### src/rtl/ad_mem_reader.sv
// Frame-memory read sequencer: issues credit-limited reads against a memory port with
// one cycle of read latency and streams the returned words out with valid/ready and last.
module ad_mem_reader #(
  parameter int DATA_WIDTH    = 16,
  parameter int ADDRESS_WIDTH = 5
) (
  input  logic                     clk,
  input  logic                     rst_n,
  input  logic                     start,
  input  logic [ADDRESS_WIDTH-1:0] base_addr,
  input  logic [ADDRESS_WIDTH:0]   length,
  output logic                     busy,
  output logic                     done,
  output logic                     reb,
  output logic [ADDRESS_WIDTH-1:0] addrb,
  input  logic [DATA_WIDTH-1:0]    doutb,
  output logic                     m_valid,
  input  logic                     m_ready,
  output logic [DATA_WIDTH-1:0]    m_data,
  output logic                     m_last
);

  localparam int AW    = ADDRESS_WIDTH;
  localparam int DEPTH = 4;
  localparam logic [AW:0] ONE = (AW+1)'(1);

  typedef enum logic [1:0] {S_IDLE, S_READ, S_DRAIN, S_DONE} state_t;

  state_t                state_q;
  logic [AW:0]           issue_cnt_q, issue_cnt_d;
  logic [AW:0]           out_cnt_q, out_cnt_d;
  logic [AW:0]           len_q;
  logic [AW-1:0]         addr_q, addr_d;
  logic                  rd_pend_q;
  logic [1:0]            inflight_q, inflight_d;
  logic [2:0]            fifo_count_q, fifo_count_d;
  logic [1:0]            wr_ptr_q, rd_ptr_q;
  logic [DATA_WIDTH-1:0] fifo_q [DEPTH];
  logic                  start_ok;
  logic                  push;
  logic                  pop;
  logic                  last_hs;
  logic [3:0]            credit_used;

  assign start_ok    = (state_q == S_IDLE) && start && (length != '0);
  // Outstanding reads count against FIFO space so returning data always has a slot.
  assign credit_used = {1'b0, fifo_count_q} + {2'b00, inflight_q};
  assign reb         = (state_q == S_READ) && (issue_cnt_q != '0) && (credit_used < 4'd4);
  assign addrb       = addr_q;

  assign push    = rd_pend_q;
  assign m_valid = (fifo_count_q != '0);
  assign pop     = m_valid && m_ready;
  assign m_data  = m_valid ? fifo_q[rd_ptr_q] : '0;
  assign m_last  = m_valid && (out_cnt_q == (len_q - ONE));
  assign last_hs = pop && m_last;

  assign busy = (state_q != S_IDLE);
  assign done = (state_q == S_DONE);

  always_comb begin
    issue_cnt_d  = issue_cnt_q;
    addr_d       = addr_q;
    out_cnt_d    = out_cnt_q;
    inflight_d   = inflight_q + {1'b0, reb} - {1'b0, rd_pend_q};
    fifo_count_d = fifo_count_q + {2'b00, push} - {2'b00, pop};
    if (start_ok) begin
      issue_cnt_d = length;
      addr_d      = base_addr;
      out_cnt_d   = '0;
    end else begin
      if (reb) begin
        issue_cnt_d = issue_cnt_q - ONE;
        addr_d      = addr_q + AW'(1);
      end
      if (pop) begin
        out_cnt_d = out_cnt_q + ONE;
      end
    end
  end

  always_ff @(posedge clk or negedge rst_n) begin
    if (!rst_n) begin
      state_q <= S_IDLE;
    end else begin
      case (state_q)
        S_IDLE:  if (start_ok) state_q <= S_READ;
        S_READ:  if (reb && (issue_cnt_q == ONE)) state_q <= S_DRAIN;
        S_DRAIN: if (last_hs) state_q <= S_DONE;
        S_DONE:  state_q <= S_IDLE;
        default: state_q <= S_IDLE;
      endcase
    end
  end

  always_ff @(posedge clk or negedge rst_n) begin
    if (!rst_n) begin
      issue_cnt_q  <= '0;
      out_cnt_q    <= '0;
      len_q        <= '0;
      addr_q       <= '0;
      rd_pend_q    <= 1'b0;
      inflight_q   <= '0;
      fifo_count_q <= '0;
      wr_ptr_q     <= '0;
      rd_ptr_q     <= '0;
    end else begin
      issue_cnt_q  <= issue_cnt_d;
      out_cnt_q    <= out_cnt_d;
      addr_q       <= addr_d;
      rd_pend_q    <= reb;
      inflight_q   <= inflight_d;
      fifo_count_q <= fifo_count_d;
      if (start_ok) len_q <= length;
      if (push) wr_ptr_q <= wr_ptr_q + 2'd1;
      if (pop)  rd_ptr_q <= rd_ptr_q + 2'd1;
    end
  end

  // Storage is datapath only; visibility is governed by the reset count and pointers.
  always_ff @(posedge clk) begin
    if (push) fifo_q[wr_ptr_q] <= doutb;
  end

endmodule
### config.mk
export PLATFORM = sky130hd
export DESIGN_NAME = ad_mem_reader
export DESIGN_NICKNAME = d
export VERILOG_FILES = /design/src/rtl/ad_mem_reader.sv
export SDC_FILE = /design/constraint.sdc
export NUM_CORES = 1
export LEC_CHECK = 0
export ABC_AREA = 1
export CAP_MARGIN = 20
export CORE_UTILIZATION = 60
export DETAILED_ROUTE_END_ITERATION = 8
export PLACE_DENSITY = 0.84
export SYNTH_ARGS = -nofsm -noshare
export SYNTH_HDL_FRONTEND = slang
export SYNTH_SLANG_ARGS = --single-unit
export TNS_END_PERCENT = 10
### constraint.sdc
create_clock -name clk -period 3.3 [get_ports clk]
set_clock_uncertainty 0.15 [all_clocks]
set_input_delay 0.66 -clock clk [delete_from_list [all_inputs] [get_ports clk]]
set_output_delay 0.66 -clock clk [all_outputs]
set_load 0.02 [all_outputs]
**Word-level counts from Yosys, hierarchy flattened**

Memory sizes are Yosys's and may differ from the RTL's.
Cells that the tools add are included.

- Memories kept: 1
- Register bits after elaboration: 35
- RAM bits: 64
- Logic and storage cells: 60
- Output and inout bits: 26
- Bits of input ports: 31

Memory list:

| name | words | width | read ports | clocked after memory_dff | write ports | RTL line | text |
|---|---|---|---|---|---|---|---|
| fifo_q | 4 | 16 | 1 | 0 | 1 | 38 | `logic [DATA_WIDTH-1:0] fifo_q [DEPTH];` |

- Reductions and logical operators: 16
- Order comparisons: 1
- $add $sub $neg: 11
- Multiplexer cells: 13
- Eq/ne operators: 8

Operators with widths:

| kind | number |
|---|---|
| 6-bit 2-to-1 mux | 4 |
| 16-bit 2-to-1 mux | 1 |
| 6-bit nonzero test | 2 |
| 6-bit by 1-bit subtractor with 6-bit output, second input constant | 2 |
| 5-bit 2-to-1 mux | 2 |
| 1-bit logical AND | 8 |
| 2-bit case mux with 4 select lines | 1 |
| 6-bit by 1-bit adder with 6-bit output, second input constant | 1 |
| 6-bit by 1-bit == test with 1-bit output, second input constant | 1 |
| 6-bit == test | 1 |
| 2-bit 2-to-1 mux | 3 |
| 2-bit nonzero test | 3 |
| 5-bit by 1-bit adder with 5-bit output, second input constant | 1 |
| 2-bit by 1-bit adder with 2-bit output, second input constant | 2 |
| 3-bit by 2-bit adder with 4-bit output | 1 |
| 2-bit == test, second input constant | 2 |
| 4-bit by 3-bit less-than comparator with 1-bit output, second input constant | 1 |
| 2-bit != test, second input constant | 2 |
| 3-bit by 1-bit adder with 3-bit output | 1 |
| 3-bit AND reduction | 1 |
| 3-bit nonzero test | 1 |
| 3-bit by 1-bit subtractor with 3-bit output | 1 |
| 2-bit by 1-bit adder with 2-bit output | 1 |
| 2-bit by 1-bit == test with 1-bit output, second input constant | 1 |
| other kinds (4) | 5 |

**Longest topological paths before layout**

Gate-level depths: netlist (run 1).

- Word-level depth: 6
- Mapped depth: 14
- Depth with buffers taken out: 14

**Worst setup path after synthesis (run 1)**

No wires, ideal clock.

- Kind: register to output
- Start point: register len_q[0]
- End point: output m_last
- Setup slack: 1145 ps
- Arrival time: 1345 ps
- Stages on the path, launching flop included: 11
- Path buffers: 0
- Data required time: 2490 ps
- Cell sequence: dfrtp_1 -> inv_1 -> ha_1 -> inv_1 -> nand2_1 -> nand2_1 -> nand2_1 -> nor2_1 -> nand2_1 -> nor2_2 -> and2_2

- Word-level cells in the longest chain between the ends: 3

RTL lines:

| element | RTL line | text |
|---|---|---|
| from (decl) | 32 | `logic [AW:0] len_q;` |
| from (signal assigned) | 114 | `if (start_ok) len_q <= length;` |
| 6-bit by 1-bit subtractor with 6-bit output | 55 | `assign m_last = m_valid && (out_cnt_q == (len_q - ONE));` |
| 6-bit == test | 55 |  |
| 1-bit logical AND | 55 |  |
| to (decl) | 20 | `output logic m_last` |

No other way between the ends.

**Worst setup path after layout (run 1)**

- Start point: register rd_ptr_q[0]
- End point: output m_data[7]

- Word-level cells in the longest chain between the ends: 2

RTL lines:

| element | RTL line | text |
|---|---|---|
| from (decl) | 37 | `logic [1:0] wr_ptr_q, rd_ptr_q;` |
| from (signal assigned) | 116 | `if (pop) rd_ptr_q <= rd_ptr_q + 2'd1;` |
| memory read 4 x 16 bit | -- |  |
| 16-bit 2-to-1 mux | 54 | `assign m_data = m_valid ? fifo_q[rd_ptr_q] : '0;` |
| to (decl) | 19 | `output logic [DATA_WIDTH-1:0] m_data,` |

No other way between the ends.

==> results of run 1 <==
power by group through the flow:
stage	sequential [mW]	combinational (mW)	clock [mW]
final	1.84	2.37	0.712
after CTS	1.83	2.39	0.722
after detailed placement	1.86	2.37	0
after global routing	1.87	2.66	0.769
after floorplan	1.82	1.58	0
after global placement	1.84	2.28	0
flip-flops by register name, summed over array words and instances, names as in the netlist:
name and flops:
push 1, wr_ptr_q 2, addrb 5, rd_ptr_q 2, fifo_count_q 3, issue_cnt_q 6, inflight_q 2, out_cnt_q 6
state_q 2, fifo_q 64, len_q 6
placed cells by master, fill, tap and decap left out, types with 3 or more instances in the layout:
| cell | synthesis | routed |
|---|---|---|
| nor2_1 | 85 | 85 |
| edfxtp_1 | 64 | 64 |
| nand2_1 | 63 | 63 |
| clkdlybuf4s50_1 | 0 | 55 |
| o21ai_0 | 39 | 39 |
| inv_1 | 38 | 38 |
| dfrtp_1 | 35 | 34 |
| a21oi_1 | 21 | 21 |
| nand3_1 | 20 | 20 |
| ha_1 | 19 | 19 |
| clkbuf_8 | 0 | 9 |
| xor2_1 | 8 | 8 |
| xnor2_1 | 6 | 6 |
| inv_2 | 5 | 5 |
| nand2_2 | 4 | 4 |
| o211ai_1 | 4 | 4 |
| nor3_1 | 3 | 3 |
| clkinvlp_4 | 0 | 3 |
| buf_4 | 0 | 3 |
logic make-up after synthesis:
| kind of cell | count (synthesis) | synth area share |
|---|---|---|
| AO/OA/AOI/OAI | 72 | 0.0868 |
| XOR/XNOR | 14 | 0.0268 |
| adder cells (fa/ha/maj) | 20 | 0.0564 |
| flip-flops | 99 | 0.612 |
| AND/OR/NAND/NOR | 185 | 0.169 |
| buffers and inverters | 57 | 0.0490 |
metal layers:
metal  GRT usage  wire length (µm)
met5           0                 0
met4      0.0779               104
met1       0.297              3860
met2       0.456              4870
met3      0.0388               370
worst min-delay path by stage:
stage / startpoint / endpoint / slack [ns] / depth (start not counted)
after floorplan: rst_n / addrb[0] / 0.21 / 0
after global placement: out_cnt_q[5] / out_cnt_q[5] / 0.33 / 1
after detailed placement: out_cnt_q[5] / out_cnt_q[5] / 0.33 / 1
after CTS: out_cnt_q[5] / out_cnt_q[5] / 0.35 / 1
after global routing: out_cnt_q[5] / out_cnt_q[5] / 0.37 / 1
final: out_cnt_q[5] / out_cnt_q[5] / 0.35 / 1
area by class of cell:
type	instances	area (µm²)	area share
Multi-Input combinational cell	291	1550	0.287
Inverter	43	161	0.0299
Timing Repair Buffer	59	586	0.108
Sequential cell	99	2800	0.519
Tap cell	99	124	0.0229
Clock buffer	10	128	0.0236
Clock inverter	6	50.0	0.00927
worst max-delay path: cells and delay by family (launching register included):
kind,cells,cell delay (ns)
AOI/OAI and AO/OA,2,0.28
and+or+nand+nor,2,0.19
buffers and inverters,2,0.97
DFF,1,0.50
==> flow_metrics.py, run 1 <==
metrics = {
    "pwr": {
        "ir_drop_mv": 0.547,
        "p_comb_frac": 0.481,
        "power.density_nw_per_um2": 912,
        "p_leak_nw": 2.23,
        "clockPowerShare": 0.145,
        "design_power_total_mw": 4.92,
        "p_int_mw": 2.86,
        "sw_frac_of_total": 0.418,
        "pwr-share-seq": 0.374,
        "p_switching_mw": 2.06,
    },
    "global_route": {
        "grt_pass1_wl_um": 14500,
        "grt_max_degree": 36,
        "track_usage": 0.247,
        "grt_overflow_total": 0,
        "grt_pass1_vias": 3185,
        "antenna_found_initial": 0,
    },
    "finish": {
        "final_cell_count_no_fill": 607,
        "nNetsFinal": 554,
        "areaGrowthSynthToFinish_pct": 18.1,
        "diodes": 0,
        "fin_util": 0.740,
        "drive_gt1_frac": 0.0728,
        "n_fill_cell": 541,
        "final_area_um2": 5400,
    },
    "hold_path": {
        "hp-class": "flip-flop to flip-flop",
    },
    "setup_path": {
        "end_kind": "output port",
        "cpPeakStageDelay_ns": 0.66,
        "cp.arrival_ns": 2.31,
        "slowest_stage": "clkdlybuf4s50_1",
        "timing_worst_setup_path_type": "flip-flop to output port",
        "startpoint_type": "flip-flop",
        "ff2ff_setup_slack_ns": 1.10,
        "r2r-start": "fifo_count_q[1]",
        "crit_chain": "buf_4, nor2_1, nor2_1, o21ai_0, a21oi_1, clkdlybuf4s50_1",
        "reg2regPathDepth": 10,
        "endpoint": "m_data[7]",
        "crit_fanout": 24,
        "r2r_end": "fifo_count_q[2]",
        "crit_path_frequent_cell": "nor2_1",
        "required_ns": 2.49,
        "cp-startpoint": "rd_ptr_q[0]",
    },
    "floorplan": {
        "fp.coreArea_um2": 7290,
        "rows": 31,
        "die_h_um": 89.3,
        "start_util": 0.627,
        "dieArea_um2": 7970,
        "die_w_um": 89.3,
        "io_pins": 57,
    },
    "route": {
        "drc": 0,
        "num_vias": 3313,
        "drt_wl_total_um": 9200,
        "wl_per_cell_um": 15.2,
        "drtPass1Iterations": 4,
        "via_per_inst": 5.46,
        "ant_nets": 0,
        "drt_iter0_markers": 222,
    },
    "timing": {
        "rsz0062_at_grt": "false",
        "setup_viol": 0,
        "hold_viol": 0,
        "tightest_slew_ns": 0.731,
        "min_period_over_period": 0.945,
        "setup_ws_ns": 0.182,
        "maxSlewViolCount": 0,
        "final.setup.tns_ns": 0,
        "fin_crit_ns": 3.12,
        "hold_slack_ns": 0.349,
        "fmax_ghz": 0.321,
        "relSlewSlack": 0.512,
    },
    "place": {
        "dp_slack_ns": 0.459,
        "io_buffers": 56,
        "postPlaceCellArea_um2": 5220,
        "place.gp.congestion": 0.886,
        "dp_cells": 591,
        "hpwlAfterDp_um": 6150,
    },
    "flow_run": {
        "drv_cap": 0,
    },
    "clock_network": {
        "cts_tree": "done",
        "cts_buffer_depth": 2,
        "cts_resized": 0,
        "numClockSinks": 99,
        "postCtsSetupBuffers": 0,
        "cts.clk_slew.worst_paths_ns": 0.10,
        "cts-root-buf": "clkbuf_8",
        "insertion_delay_ns": 0.36,
        "cts_made_buffers": 9,
        "cts_max_level": 3,
        "ctsHoldBuffers": 0,
    },
    "logic_synthesis": {
        "synth_seq_cells": 99,
        "post-synth-top-area-fraction": 0.420,
        "yosysMostFrequentCell": "nor2_1",
        "synth_top_area_cell": "edfxtp_1",
        "synthArstFlopShare": 0.354,
        "synth_flop_cell": "edfxtp_1",
        "synth_warnings": 0,
        "avgSynthCellArea_um2": 10.2,
        "synth_edf_count": 64,
        "syn_nets": 498,
        "yosysUniqueCellTypes": 32,
        "syn-cell-area_um2": 4570,
        "ys_seq_area_frac": 0.612,
        "ys_top_cells_by_count": "nor2_1, edfxtp_1, nand2_1",
        "netlist_instances": 447,
        "yosys-top-cells-area": "edfxtp_1, dfrtp_1, nor2_1",
    },
    "outcome": {
        "status": "finished, final reports clean",
    },
}
Power figures use the tool's default switching activity.
==> run 2: changes to the inputs <==
CORE_UTILIZATION = 55   (was 60)
PLACE_DENSITY = 0.78   (was 0.84)
==> run 2 against run 1 <==
  * Fmax down 0.91%
  * Die area up 8.9%
  * Non-clock buffer count did not move
  * Clock power rose by 0.6%
  * Register-to-register slack worse by 0.03 ns
  * Highest routed layer unchanged
  * Wire length down 3.0%
  * Core utilization shrank 5.5 points
  * Global-route usage down 1.8 points
  * Critical endpoint is now m_data[13]
  * Sequential share of layout area down 0.072 points
  * Combinational power hardly changed
==> flow_metrics.py, run 2 (synthesized netlist as in run 1, its figures left out) <==
metrics = {
    "timing": {
        "fin_crit_ns": 3.15,
        "fmax_ghz": 0.318,
        "rsz0062_at_grt": "false",
        "tightest_slew_ns": 0.746,
        "hold_viol": 0,
        "min_period_over_period": 0.954,
        "hold_slack_ns": 0.349,
        "setup_ws_ns": 0.153,
        "maxSlewViolCount": 0,
        "relSlewSlack": 0.502,
        "final.setup.tns_ns": 0,
        "setup_viol": 0,
    },
    "clock_network": {
        "cts_tree": "done",
        "ctsHoldBuffers": 0,
        "cts_resized": 0,
        "postCtsSetupBuffers": 0,
        "insertion_delay_ns": 0.36,
        "cts_made_buffers": 9,
        "cts-root-buf": "clkbuf_8",
        "cts_buffer_depth": 2,
        "cts_max_level": 3,
        "numClockSinks": 99,
        "cts.clk_slew.worst_paths_ns": 0.09,
    },
    "floorplan": {
        "io_pins": 57,
        "rows": 32,
        "die_w_um": 93.2,
        "fp.coreArea_um2": 7890,
        "dieArea_um2": 8680,
        "die_h_um": 93.2,
        "start_util": 0.580,
    },
    "global_route": {
        "track_usage": 0.229,
        "grt_overflow_total": 0,
        "antenna_found_initial": 0,
        "grt_pass1_wl_um": 15200,
        "grt_max_degree": 36,
        "grt_pass1_vias": 3313,
    },
    "pwr": {
        "ir_drop_mv": 0.460,
        "clockPowerShare": 0.146,
        "p_switching_mw": 2.05,
        "pwr-share-seq": 0.373,
        "p_leak_nw": 2.24,
        "p_comb_frac": 0.481,
        "power.density_nw_per_um2": 909,
        "p_int_mw": 2.86,
        "sw_frac_of_total": 0.417,
    },
    "finish": {
        "largest_register": "fifo_q",
        "final_cell_count_no_fill": 610,
        "final_common_cell": "nor2_1",
        "nNetsFinal": 554,
        "areaGrowthSynthToFinish_pct": 18.2,
        "drive_gt1_frac": 0.0728,
        "final_area_um2": 5410,
        "largest_reg_flops": 64,
        "layout_common_cells": "nor2_1, edfxtp_1, nand2_1, clkdlybuf4s50_1, o21ai_0",
        "diodes": 0,
    },
    "place": {
        "hpwlAfterDp_um": 6090,
        "place.gp.congestion": 0.879,
        "dp_slack_ns": 0.462,
        "postPlaceCellArea_um2": 5220,
        "dp_cells": 594,
        "io_buffers": 56,
    },
    "setup_path": {
        "cp-startpoint": "rd_ptr_q[0]",
        "ff2ff_setup_slack_ns": 1.07,
        "r2r-start": "fifo_count_q[2]",
        "startpoint_type": "flip-flop",
        "endpoint": "m_data[13]",
        "crit_fanout": 33,
        "end_kind": "output port",
        "required_ns": 2.49,
        "reg2regPathDepth": 10,
        "r2r_end": "fifo_count_q[2]",
        "timing_worst_setup_path_type": "flip-flop to output port",
        "cp.arrival_ns": 2.34,
    },
    "hold_path": {
        "hp-start": "out_cnt_q[5]",
        "hp-class": "flip-flop to flip-flop",
    },
    "route": {
        "drtPass1Iterations": 4,
        "drc": 0,
        "drt_wl_total_um": 8930,
        "via_per_inst": 5.37,
        "num_vias": 3278,
        "wl_per_cell_um": 14.6,
        "drt_iter0_markers": 173,
        "ant_nets": 0,
    },
    "flow_run": {
        "drv_cap": 0,
    },
    "outcome": {
        "status": "finished, final reports clean",
    },
}
-- run 2: worst min-delay path by stage --
stage                         endpoint  slack, ns  cells after the start
after global routing      out_cnt_q[5]       0.38                      1
final                     out_cnt_q[5]       0.35                      1
after global placement    out_cnt_q[5]       0.32                      1
after detailed placement  out_cnt_q[5]       0.34                      1
after floorplan               addrb[0]       0.21                      0
after CTS                 out_cnt_q[5]       0.35                      1
-- run 2: power groups by stage --
stage	clock network, mW	logic, mW	registers, mW
6_report	0.716	2.37	1.83
2_1_floorplan	0	1.58	1.82
5_1_grt	0.787	2.64	1.87
3_3_place_gp	0	2.28	1.84
3_5_place_dp	0	2.38	1.85
4_1_cts	0.729	2.39	1.83
-- run 2: area by class of cell --
type | count | area (µm²)
inverters | 43 | 161
flip-flops and latches | 99 | 2800
clock inverters | 7 | 57.6
repair buffers | 59 | 586
clock buffers | 9 | 124
well taps | 102 | 128
fillers | 600 | 2480
multi-input cells | 291 | 1550
-- run 2: worst max-delay path: stages, from the launching register on --
cell             delay (ns)
dfrtp_2                0.50
inv_2                  0.40
o21ai_0                0.18
a21oi_1                0.24
clkdlybuf4s50_1        0.66
-- run 2: layer usage --
metal | track usage | wire length [µm]
met1 | 0.276 | 3760
met4 | 0.0821 | 92
met3 | 0.0512 | 463
met2 | 0.404 | 4610
met5 | 0 | 0
-- run 2: through the flow --
| stage | total power [mW] | util |
|---|---|---|
| after floorplan | 3.40 | - |
| after global placement | 4.12 | 0.662 |
| after detailed placement | 4.23 | 0.662 |
| after CTS | 4.95 | 0.685 |
| after global routing | 5.30 | 0.685 |
| final | 4.92 | 0.685 |
